<file path="config.mk">
export PLATFORM = sky130hd
export DESIGN_NAME = mem_multiport
export DESIGN_NICKNAME = d
export VERILOG_FILES = /design/src/rtl/mem_multiport.sv
export SDC_FILE = /design/constraint.sdc
export NUM_CORES = 1
export LEC_CHECK = 0
export CAP_MARGIN = 20
export CORE_MARGIN = 2
export CORE_UTILIZATION = 55
export DETAILED_ROUTE_END_ITERATION = 6
export PLACE_DENSITY_LB_ADDON = 0.08
export SYNTH_ARGS = -nofsm -noshare
export SYNTH_HDL_FRONTEND = slang
export SYNTH_SLANG_ARGS = --single-unit
</file>
<file path="constraint.sdc">
create_clock -name clk -period 3.85 [get_ports clk]
set_clock_uncertainty 0.2 [all_clocks]
set_input_delay 0.5775 -clock clk [delete_from_list [all_inputs] [get_ports clk]]
set_output_delay 0.5775 -clock clk [all_outputs]
set_load 0.005 [all_outputs]
</file>
<file path="src/rtl/mem_multiport.sv">
// rtl/mem_multiport.sv - Multi-read-port synchronous memory with write bypass and zero-fill engine
module mem_multiport #(
  parameter int ADDR_WIDTH = 4,
  parameter int DATA_WIDTH = 16,
  parameter int DEPTH      = 16,
  parameter int NUM_RD     = 2,
  parameter bit BYPASS     = 1'b1
) (
  input  logic                         clk,
  input  logic                         rst_n,
  input  logic                         write_en,
  input  logic [ADDR_WIDTH-1:0]        write_addr,
  input  logic [DATA_WIDTH-1:0]        write_data,
  input  logic [NUM_RD-1:0]            rd_en,
  input  logic [NUM_RD*ADDR_WIDTH-1:0] read_addr,
  output logic [NUM_RD*DATA_WIDTH-1:0] read_data,
  output logic [NUM_RD-1:0]            read_valid,
  output logic                         addr_err,
  input  logic                         clr_start,
  output logic                         clr_busy,
  output logic                         clr_done
);

  typedef enum logic [1:0] {S_IDLE, S_CLEAR, S_DONE} state_t;

  localparam logic [ADDR_WIDTH:0]   DEPTH_W   = (ADDR_WIDTH+1)'(DEPTH);
  localparam logic [ADDR_WIDTH-1:0] LAST_ADDR = ADDR_WIDTH'(DEPTH-1);

  state_t                         r_state;
  logic [ADDR_WIDTH-1:0]          r_clr_cnt;
  logic [DATA_WIDTH-1:0]          r_mem [DEPTH];
  logic [NUM_RD*DATA_WIDTH-1:0]   r_read_data;
  logic [NUM_RD-1:0]              r_read_valid;
  logic                           r_addr_err;
  logic                           r_clr_busy;
  logic                           r_clr_done;

  logic                           w_idle;
  logic                           w_wr_in_range;
  logic                           w_wr_accept;
  logic                           w_clr_write;
  logic                           w_any_err;
  logic [NUM_RD-1:0]              w_rd_accept;
  logic [NUM_RD-1:0]              w_rd_in_range;
  logic [DATA_WIDTH-1:0]          w_rd_word [NUM_RD];

  assign w_idle        = (r_state == S_IDLE);
  assign w_wr_in_range = ({1'b0, write_addr} < DEPTH_W);
  assign w_wr_accept   = rst_n && w_idle && write_en && w_wr_in_range;
  assign w_clr_write   = (r_state == S_CLEAR);

  // Per-port next read word; out-of-range ports return zero, bypass only on an accepted write.
  always_comb begin
    w_any_err     = w_idle && write_en && !w_wr_in_range;
    w_rd_accept   = '0;
    w_rd_in_range = '0;
    for (int i = 0; i < NUM_RD; i++) begin
      w_rd_word[i]     = '0;
      w_rd_in_range[i] = ({1'b0, read_addr[i*ADDR_WIDTH +: ADDR_WIDTH]} < DEPTH_W);
      w_rd_accept[i]   = w_idle && rd_en[i];
      if (w_rd_accept[i] && !w_rd_in_range[i]) begin
        w_any_err = 1'b1;
      end
      if (w_rd_in_range[i]) begin
        if (BYPASS && w_wr_accept && (write_addr == read_addr[i*ADDR_WIDTH +: ADDR_WIDTH])) begin
          w_rd_word[i] = write_data;
        end else begin
          w_rd_word[i] = r_mem[read_addr[i*ADDR_WIDTH +: ADDR_WIDTH]];
        end
      end
    end
  end

  // Storage is deliberately left unreset; the clear engine owns initialisation.
  always_ff @(posedge clk) begin
    if (w_clr_write) begin
      r_mem[r_clr_cnt] <= '0;
    end else if (w_wr_accept) begin
      r_mem[write_addr] <= write_data;
    end
  end

  always_ff @(posedge clk or negedge rst_n) begin
    if (!rst_n) begin
      r_state      <= S_IDLE;
      r_clr_cnt    <= '0;
      r_read_data  <= '0;
      r_read_valid <= '0;
      r_addr_err   <= 1'b0;
      r_clr_busy   <= 1'b0;
      r_clr_done   <= 1'b0;
    end else begin
      r_addr_err   <= w_any_err;
      r_read_valid <= w_rd_accept;
      for (int i = 0; i < NUM_RD; i++) begin
        if (w_rd_accept[i]) begin
          r_read_data[i*DATA_WIDTH +: DATA_WIDTH] <= w_rd_word[i];
        end
      end
      case (r_state)
        S_IDLE: begin
          r_clr_done <= 1'b0;
          if (clr_start) begin
            r_state    <= S_CLEAR;
            r_clr_cnt  <= '0;
            r_clr_busy <= 1'b1;
          end
        end
        S_CLEAR: begin
          r_clr_cnt <= r_clr_cnt + ADDR_WIDTH'(1);
          if (r_clr_cnt == LAST_ADDR) begin
            r_state    <= S_DONE;
            r_clr_done <= 1'b1;
          end
        end
        S_DONE: begin
          r_state    <= S_IDLE;
          r_clr_done <= 1'b0;
          r_clr_busy <= 1'b0;
        end
        default: begin
          r_state    <= S_IDLE;
          r_clr_done <= 1'b0;
          r_clr_busy <= 1'b0;
        end
      endcase
    end
  end

  assign read_data  = r_read_data;
  assign read_valid = r_read_valid;
  assign addr_err   = r_addr_err;
  assign clr_busy   = r_clr_busy;
  assign clr_done   = r_clr_done;

endmodule

</file>
==> results of run 1 <==
[cell usage after synthesis, types with 2 or more instances]
library cell	number	area [sq um]
edfxtp_1	256	7690
mux4_2	159	3580
nand2_1	63	236
o211ai_1	49	368
dfrtp_1	42	1050
clkbuf_1	21	78.8
inv_1	21	78.8
nor2_1	20	75.1
buf_6	16	180
o211ai_2	15	188
nor2b_1	11	68.8
buf_1	10	37.5
buf_2	10	50.1
o21ai_0	9	45.0
xor2_1	8	70.1
a21oi_1	7	35.0
a31oi_1	4	25.0
nand3_1	4	20.0
nand3b_1	4	30.0
mux2i_1	3	30.0
nand4_1	3	18.8
or3_1	3	18.8
clkinv_1	2	7.51
nand2b_1	2	12.5
nand4_2	2	25.0
nor3_1	2	10.0
nor3b_1	2	15.0
o21ai_2	2	17.5
[report_power, final]
part | switching, mW | internal (mW)
clock network | 1.20 | 1.65
registers | 0.410 | 4.31
logic | 1.57 | 1.22
total | 3.18 | 7.19
[final cells by class]
class,count,area share [%]
clock buffers,41,5.17
clock inverters,15,0.713
inverters,23,0.529
multi-input cells,383,31.0
flip-flops and latches,298,53.6
well taps,330,2.53
repair buffers,111,6.52
[sequential cells by signal (all words and copies together) (netlist names)]
signal	cells
r_mem	256
read_data	32
r_clr_cnt	4
r_state	2
read_valid	2
clr_busy	1
clr_done	1
[final timing paths]
kind / slack (ns) / cells past startpoint / startpoint / end
worst min-delay path: 0.28 / 2 / rst_n / r_state[0]$_DFFE_PN0P_
worst max register to register: 0.90 / 6 / r_state[1]$_DFFE_PN0P_ / r_mem[13][6]$_DFFE_PP_
min in group clk: 0.29 / 2 / read_data[21]$_DFFE_PN0P_ / read_data[21]$_DFFE_PN0P_
worst max-delay path: 0.51 / 8 / rst_n / r_mem[13][6]$_DFFE_PP_
worst min register to register: 0.29 / 2 / read_data[21]$_DFFE_PN0P_ / read_data[21]$_DFFE_PN0P_
max in group asynchronous: 2.53 / 3 / rst_n / read_data[11]$_DFFE_PN0P_
[timing repair]
item                                    in CTS  in global routing
endpoints found under the setup margin       0                  0
hold buffers                                 1                  0
hold endpoints to repair                    10                  0
[layer usage]
metal	GRT usage [%]	vias up	part of all wire, %
li1	-	3354	-
met1	45.4	4322	42
met2	43.5	492	45
met3	7.94	41	11
met4	4.62	0	1.5
met5	0	-	0
[per-stage QoR]
| step | std cells | hold WS [ns] |
|---|---|---|
| 6_report | 1201 | 0.276 |
| 5_1_grt | 1201 | 0.304 |
| 4_1_cts | 1201 | 0.256 |
| 3_5_place_dp | 1144 | 0.273 |
| 3_3_place_gp | 1144 | 0.282 |
| 2_1_floorplan | 763 | 0.0819 |
[kinds of logic after synthesis]
kind of cell / after synthesis / synth area share, %
fa+ha+maj: 1 / 0.0882
flops: 298 / 61.6
buf+inv: 82 / 3.21
compound gates: 89 / 4.93
other cells: 1 / 0.0264
mux: 163 / 25.6
xor+xnor: 8 / 0.494
simple gates: 121 / 4.03
[critical path, stage by stage]
cell	delay, ns
dlygate4sd3_1	0.53
buf_2	0.33
nor4bb_4	0.34
buf_4	0.31
nand2_1	0.11
nand2_1	0.09
nand2_1	0.15
nor2_2	0.85
==> run_results.csv, run 1 <==
group,metric,value,unit
logic_synthesis,ys.flop_type,"edfxtp_1",
grt,grt_pass1_vias,8423,
route,ant_nets,0,
final_layout,final_cell_mix,"edfxtp_1, mux4_2, clkdlybuf4s50_1",
clock_tree,cts_buffer_depth,3,
grt,antenna_found_initial,2,
final_layout,layout_commonest_cell,"edfxtp_1",
route,drt-initial-drc-count,1036,
final_layout,area_growth,15.0,%
clock_tree,cts_tree,"built",
sta,max_freq,0.300,GHz
clock_tree,cts_resized,0,
logic_synthesis,synth_edf_count,256,
clock_tree,numCtsBuffers,31,
final_layout,regArea,8740,sq um
clock_tree,clkLatencyLatePin,0.55,ns
placement,place_hpwl,26300,microns
critical_path,endpoint_kind,"flip-flop",
route,viasPerCell,6.84,
route,totalWireLength,37600,microns
final_layout,antenna_cells,0,
clock_tree,cts_root_buffer,"clkbuf_16",
sta,tightest_slew,1.11,ns
route,vias,8209,
sta,period_needed,3.34,ns
placement,io_buffers,69,
sta,rsz0062_at_grt,"false",
sta,relSlewSlack,26.0,%
critical_path,cp_data_required_time,3.82,ns
route,drc_errors,0,
logic_synthesis,syn-cell-area,14200,sq um
route,wl_per_cell,31.3,microns
sta,period_share,86.7,%
grt,grt_overflow,0,
logic_synthesis,yosysWarnings,0,
grt,grt_pass1_wl,56100,microns
clock_tree,cts.sinks,298,
placement,place_area,15300,sq um
final_layout,final_util,64.6,%
critical_path,crit_type,"input port to flip-flop",
floorplanning,chipWidth,165,microns
logic_synthesis,ys_ff_latch,298,
route,firstDrtPassIters,4,
critical_path,critPathMaxFanout,23,
hold_path,hp-class,"input port to asynchronous set/reset pin",
placement,pre_cts_ws,0.372,ns
sta,worst_slack,0.512,ns
logic_synthesis,syn_nets,798,
clock_tree,cts_htree_levels,1,
run_status,status,"finished clean",
clock_tree,clkTransAtPathRegs,0.06,ns
logic_synthesis,ys_types,41,
sta,hold_viol,0,
critical_path,cp.arrival,3.31,ns
final_layout,multi_input_comb_area,5050,sq um
final_layout,nFillCells,1707,
power,worst_ir_drop_vdd,0.432,mV
placement,gp_congestion,0.879,
sta,setup_viol,0,
grt,grt_max_degree,35,
sta,slew_violations,0,
logic_synthesis,syn_avg_cell_area,18.6,sq um
job,drv_cap,0,
clock_tree,postCtsSetupBuffers,0,
power,p_leak,5.60,nW
floorplanning,die_area,27100,sq um
power,p_per_area,636,nW/um^2
final_layout,drive_above_1_share,32.5,%
logic_synthesis,netlist_instances,763,
final_layout,finalNetCount,883,
floorplanning,die_h,165,microns
grt,track_usage,29.3,%
power,total_power,10.4,mW
critical_path,startpoint_type,"input port",
floorplanning,core,25300,sq um
logic_synthesis,ys_seq_area_share,61.6,%
logic_synthesis,async_reset_ff_share,14.1,%
floorplanning,initial_core_util,56.2,%
floorplanning,rows,58,
floorplanning,ioPinCount,71,
final_layout,fin_area,16300,sq um
sta,fin_tns_setup,0,ns
No activity file was read; power rests on OpenSTA's default activity.
==> run 2, diff against run 1 <==
--- a/config.mk
+++ b/config.mk
@@ -7,7 +7,7 @@
 export LEC_CHECK = 0
 export CAP_MARGIN = 20
 export CORE_MARGIN = 2
-export CORE_UTILIZATION = 55
+export CORE_UTILIZATION = 52
 export DETAILED_ROUTE_END_ITERATION = 6
 export PLACE_DENSITY_LB_ADDON = 0.08
 export SYNTH_ARGS = -nofsm -noshare
==> run 2 against run 1 <==
Against the previous run:
- total power is 0.71% higher
- combinational power rose by 5%
- worst hold slack lost 0.11 ns
- routed wire length grew 4.4%
- sequential share of layout area decreased by 0.43 points
- largest cell class unchanged
- highest routed layer unchanged
==> run_results.csv, run 2 (synthesis gave the netlist of run 1 again) <==
group,metric,value,unit
sta,setup_viol,0,
clock_tree,cts_buffer_depth,3,
sta,rsz0062_at_grt,"false",
route,vias,8332,
grt,track_usage,28.3,%
critical_path,cp.arrival,3.41,ns
power,p_per_area,635,nW/um^2
floorplanning,chipWidth,169,microns
floorplanning,core,26900,sq um
route,met1Wirelength,15400,microns
route,drc_errors,0,
grt,grt_pass1_vias,8822,
sta,period_share,81.6,%
job,drv_cap,0,
sta,fin_tns_setup,0,ns
floorplanning,initial_core_util,52.8,%
clock_tree,numCtsBuffers,30,
power,p_leak,5.64,nW
critical_path,rr_worst_depth,7,
route,firstDrtPassIters,5,
critical_path,crit_start,"rst_n",
final_layout,regArea,8740,sq um
clock_tree,cts_tree,"built",
power,worst_ir_drop_vdd,0.328,mV
run_status,status,"finished clean",
grt,grt_pass1_wl,58000,microns
clock_tree,cts_htree_levels,1,
placement,gp_congestion,0.844,
final_layout,largest-register,"r_mem",
power,total_power,10.4,mW
critical_path,endpoint,"read_data[13]$_DFFE_PN0P_",
critical_path,r2r-start,"r_state[1]$_DFFE_PN0P_",
floorplanning,ioPinCount,71,
final_layout,drive_above_1_share,33.0,%
critical_path,crit_type,"input port to flip-flop",
floorplanning,die_area,28600,sq um
final_layout,nFillCells,1918,
sta,relSlewSlack,28.3,%
final_layout,area_growth,15.9,%
route,totalWireLength,39300,microns
critical_path,critPathMaxFanout,16,
route,highest_layer,"met4",
grt,antenna_found_initial,0,
critical_path,regToRegSetupSlack,0.86,ns
final_layout,layout_commonest_cell,"edfxtp_1",
route,wl_per_cell,32.1,microns
sta,tightest_slew,1.07,ns
clock_tree,cts_root_buffer,"clkbuf_16",
sta,slew_violations,0,
placement,place_hpwl,26000,microns
clock_tree,postCtsSetupBuffers,0,
sta,hold_viol,0,
floorplanning,die_h,169,microns
hold_path,hp-class,"input port to asynchronous set/reset pin",
critical_path,startpoint_type,"input port",
critical_path,timing.rr.end,"read_data[13]$_DFFE_PN0P_",
final_layout,final_cell_mix,"edfxtp_1, mux4_2, clkdlybuf4s50_1",
final_layout,antenna_cells,0,
clock_tree,cts_resized,0,
floorplanning,rows,60,
clock_tree,cts.sinks,298,
clock_tree,clkTransAtPathRegs,0.06,ns
sta,max_freq,0.318,GHz
critical_path,cp_data_required_time,4.12,ns
route,routed-wl-met3,3870,microns
final_layout,largest_reg_flops,256,
route,wl_met2,18700,microns
route,ant_nets,0,
grt,grt_overflow,0,
route,viasPerCell,6.82,
sta,period_needed,3.14,ns
grt,grt_max_degree,69,
clock_tree,hold_buffers,1,
critical_path,endpoint_kind,"flip-flop",
clock_tree,clkLatencyLatePin,0.57,ns
final_layout,multi_input_comb_area,5050,sq um
placement,io_buffers,69,
final_layout,finalNetCount,892,
route,drt-initial-drc-count,1020,
[run 2: critical path, cell delays in order]
cell and delay [ns]:
dlygate4sd3_1 0.51, buf_2 0.18, nor4bb_4 0.51, buf_4 0.30
mux2i_1 0.26, nand4_2 0.23, or3_1 0.36, buf_4 0.24
o211ai_1 0.22
[run 2: through the flow]
| step | setup WS [ns] | utilization, % | cell area (sq um) | hold WS [ns] | cells |
|---|---|---|---|---|---|
| 2_1_floorplan | 0.962 | - | 14200 | 0.0819 | 763 |
| 3_3_place_gp | 0.277 | 57.3 | 15400 | 0.205 | 1161 |
| 3_5_place_dp | 0.348 | 57.6 | 15500 | 0.204 | 1164 |
| 4_1_cts | 0.732 | 61.1 | 16400 | 0.154 | 1220 |
| 5_1_grt | 0.581 | 61.2 | 16400 | 0.188 | 1221 |
| 6_report | 0.709 | 61.2 | 16400 | 0.163 | 1221 |
[run 2: layout make-up]
cell class	instances	area share, %
Sequential cell	298	53.1
Clock buffer	41	5.06
Inverter	23	0.525
Tap cell	341	2.59
Multi-Input combinational cell	383	30.7
Clock inverter	14	0.624
Timing Repair Buffer	121	7.34
[run 2: how the worst min path moves through the flow]
stage                from                    to  slack [ns]  cells after the start
detailed placement  rst_n  clr_busy$_DFFE_PN0P_        0.20                      1
global route        rst_n  clr_busy$_DFFE_PN0P_        0.19                      2
finish              rst_n  clr_busy$_DFFE_PN0P_        0.16                      2
CTS                 rst_n  clr_busy$_DFFE_PN0P_        0.15                      2
global placement    rst_n  clr_busy$_DFFE_PN0P_        0.21                      1
floorplan           rst_n  clr_busy$_DFFE_PN0P_        0.08                      0
[run 2: power breakdown]
group | switching [mW] | internal, mW
combinational | 1.64 | 1.30
sequential | 0.408 | 4.31
clock | 1.21 | 1.57
[run 2: metal layers]
layer | up-vias | track usage (%)
li1 | 3367 | -
met1 | 4375 | 39.4
met2 | 504 | 44.5
met3 | 86 | 7.35
met4 | 0 | 8.81
met5 | - | 0
==> run 3, diff against run 2 <==
==> constraint.sdc (replaced) <==
create_clock -name clk -period 3.21 [get_ports clk]
set_clock_uncertainty 0.2 [all_clocks]
set_input_delay 0.4815 -clock clk [delete_from_list [all_inputs] [get_ports clk]]
set_output_delay 0.4815 -clock clk [all_outputs]
set_load 0.005 [all_outputs]
==> run 3 against run 2 <==
Against the previous run:
- total power up 27%
- combinational power up 26%
- worst hold slack better by 0.14 ns
- global-route usage up 0.23 points
- sequential share of layout area down 1.6 points
- critical path type unchanged
- non-clock buffer count up 18
- first-iteration DRC count up 14%
- largest power group unchanged
- routed wire length up 0.21%
- register-to-register slack worse by 0.31 ns
- clock-buffer cell count up 8
- critical path depth down 1
==> run_results.csv, run 3 (synthesis gave the netlist of run 1 again) <==
group,metric,value,unit
placement,pre_cts_ws,0.215,ns
sta,hold_viol,0,
critical_path,critPathMaxFanout,10,
floorplanning,chipWidth,169,microns
clock_tree,cts.sinks,298,
power,p_per_area,782,nW/um^2
critical_path,cp_slowest_stage_delay,0.52,ns
sta,fin_tns_setup,0,ns
floorplanning,rows,60,
clock_tree,cts_htree_levels,2,
sta,period_needed,2.76,ns
placement,place_hpwl,27300,microns
placement,io_buffers,69,
route,ant_nets,0,
critical_path,path_buf_inv,3,
critical_path,endpoint,"read_data[5]$_DFFE_PN0P_",
job,drv_cap,0,
route,vias,8446,
grt,grtUsageMet1,44.4,%
placement,gp_congestion,0.872,
power,p_leak,5.89,nW
clock_tree,cts_resized,0,
grt,grt_overflow,0,
clock_tree,postCtsSetupBuffers,0,
critical_path,rr_worst_depth,6,
critical_path,cp_data_required_time,3.41,ns
hold_path,hp-class,"flip-flop to flip-flop",
critical_path,crit_family,"simple AND/OR/NAND/NOR gates",
grt,antenna_found_initial,2,
route,totalWireLength,39300,microns
final_layout,finalNetCount,914,
critical_path,regToRegSetupSlack,0.55,ns
grt,met2_usage,39.6,%
sta,max_freq,0.363,GHz
critical_path,crit_type,"input port to flip-flop",
critical_path,timing.rr.end,"read_data[5]$_DFFE_PN0P_",
critical_path,crit_chain,"dlygate4sd3_1 -> buf_2 -> nor4bb_4 -> mux2i_1 -> nand4_2 -> or3_1 -> buf_12 -> o211ai_1",
clock_tree,clkLatencyLatePin,0.52,ns
clock_tree,cts_tree,"built",
grt,grt_pass1_vias,8472,
critical_path,crit_cells,8,
route,wl_per_cell,31.6,microns
route,firstDrtPassIters,5,
sta,tightest_slew,0.598,ns
clock_tree,hold_buffers,1,
floorplanning,initial_core_util,52.8,%
grt,grt_max_degree,67,
route,viasPerCell,6.78,
floorplanning,die_h,169,microns
clock_tree,numCtsBuffers,34,
sta,worst_slack,0.455,ns
final_layout,antenna_cells,0,
final_layout,area_growth,19.4,%
sta,rsz0062_at_grt,"false",
grt,grt_most_used_layer,"met1",
final_layout,largest_reg_flops,256,
final_layout,multi_input_comb_area,5050,sq um
floorplanning,ioPinCount,71,
sta,period_share,85.8,%
final_layout,layout_commonest_cell,"edfxtp_1",
final_layout,final_cell_mix,"edfxtp_1, mux4_2, clkdlybuf4s50_1",
critical_path,critPathSlowestCell,"dlygate4sd3_1",
critical_path,cp.arrival,2.95,ns
route,drc_errors,0,
critical_path,r2r-start,"r_state[1]$_DFFE_PN0P_",
grt,grtUsageMet3,9.65,%
grt,track_usage,28.5,%
clock_tree,cts_root_buffer,"clkbuf_16",
critical_path,crit_start,"rst_n",
final_layout,final_util,63.1,%
sta,setup_viol,0,
clock_tree,clkTransAtPathRegs,0.06,ns
final_layout,regArea,8740,sq um
clock_tree,cts_buffer_depth,3,
sta,relSlewSlack,60.1,%
critical_path,endpoint_kind,"flip-flop",
critical_path,startpoint_type,"input port",
final_layout,drive_above_1_share,35.2,%
final_layout,largest-register,"r_mem",
run_status,status,"finished clean",
power,worst_ir_drop_vdd,0.408,mV
floorplanning,die_area,28600,sq um
final_layout,nFillCells,1890,
route,drt-initial-drc-count,1164,
floorplanning,core,26900,sq um
grt,grt_pass1_wl,57800,microns
sta,slew_violations,0,
run 3: worst reg2reg max path, stage by stage (launching register included):
cell	delay [ns]
dfrtp_1	0.54
nor4bb_4	0.43
mux2i_1	0.26
nand4_2	0.28
or3_1	0.47
buf_12	0.18
o211ai_1	0.20
run 3: final cells by class:
cell class              instances  share of cell area [%]
well taps                     341                    2.52
clock buffers                  49                    5.71
multi-input cells             383                    29.8
clock inverters                12                   0.827
flip-flops and latches        298                    51.6
inverters                      23                   0.509
repair buffers                139                    9.07
run 3: power by group:
part | switching, mW | internal, mW | total (mW)
clock network | 1.52 | 2.34 | 3.86
logic | 1.97 | 1.73 | 3.71
registers | 0.532 | 5.16 | 5.69
total | 4.02 | 9.24 | 13.3
run 3: through the flow:
step | instance area [sq um] | hold WS (ns) | instances | power, mW
6_report | 16900 | 0.305 | 1245 | 13.3
5_1_grt | 16900 | 0.324 | 1245 | 13.7
4_1_cts | 16900 | 0.307 | 1245 | 13.3
3_5_place_dp | 15800 | 0.292 | 1183 | 9.42
3_3_place_gp | 15800 | 0.283 | 1183 | 9.31
2_1_floorplan | 14200 | -0.0141 | 763 | 7.43
run 3: worst min-delay path by stage:
stage	startpoint	slack, ns	cells past startpoint	end
floorplan	rst_n	-0.01	0	clr_busy$_DFFE_PN0P_
global placement	clr_busy$_DFFE_PN0P_	0.28	2	clr_busy$_DFFE_PN0P_
detailed placement	read_data[20]$_DFFE_PN0P_	0.29	2	read_data[20]$_DFFE_PN0P_
CTS	read_data[3]$_DFFE_PN0P_	0.31	2	read_data[3]$_DFFE_PN0P_
global route	read_data[3]$_DFFE_PN0P_	0.32	2	read_data[3]$_DFFE_PN0P_
finish	read_data[3]$_DFFE_PN0P_	0.30	2	read_data[3]$_DFFE_PN0P_
run 3: metal layers:
| layer | wire length [microns] | up-vias |
|---|---|---|
| met1 | 16400 | 4453 |
| met3 | 5030 | 59 |
| li1 | - | 3418 |
| met4 | 744 | 4 |
| met5 | 27 | - |
| met2 | 17100 | 512 |
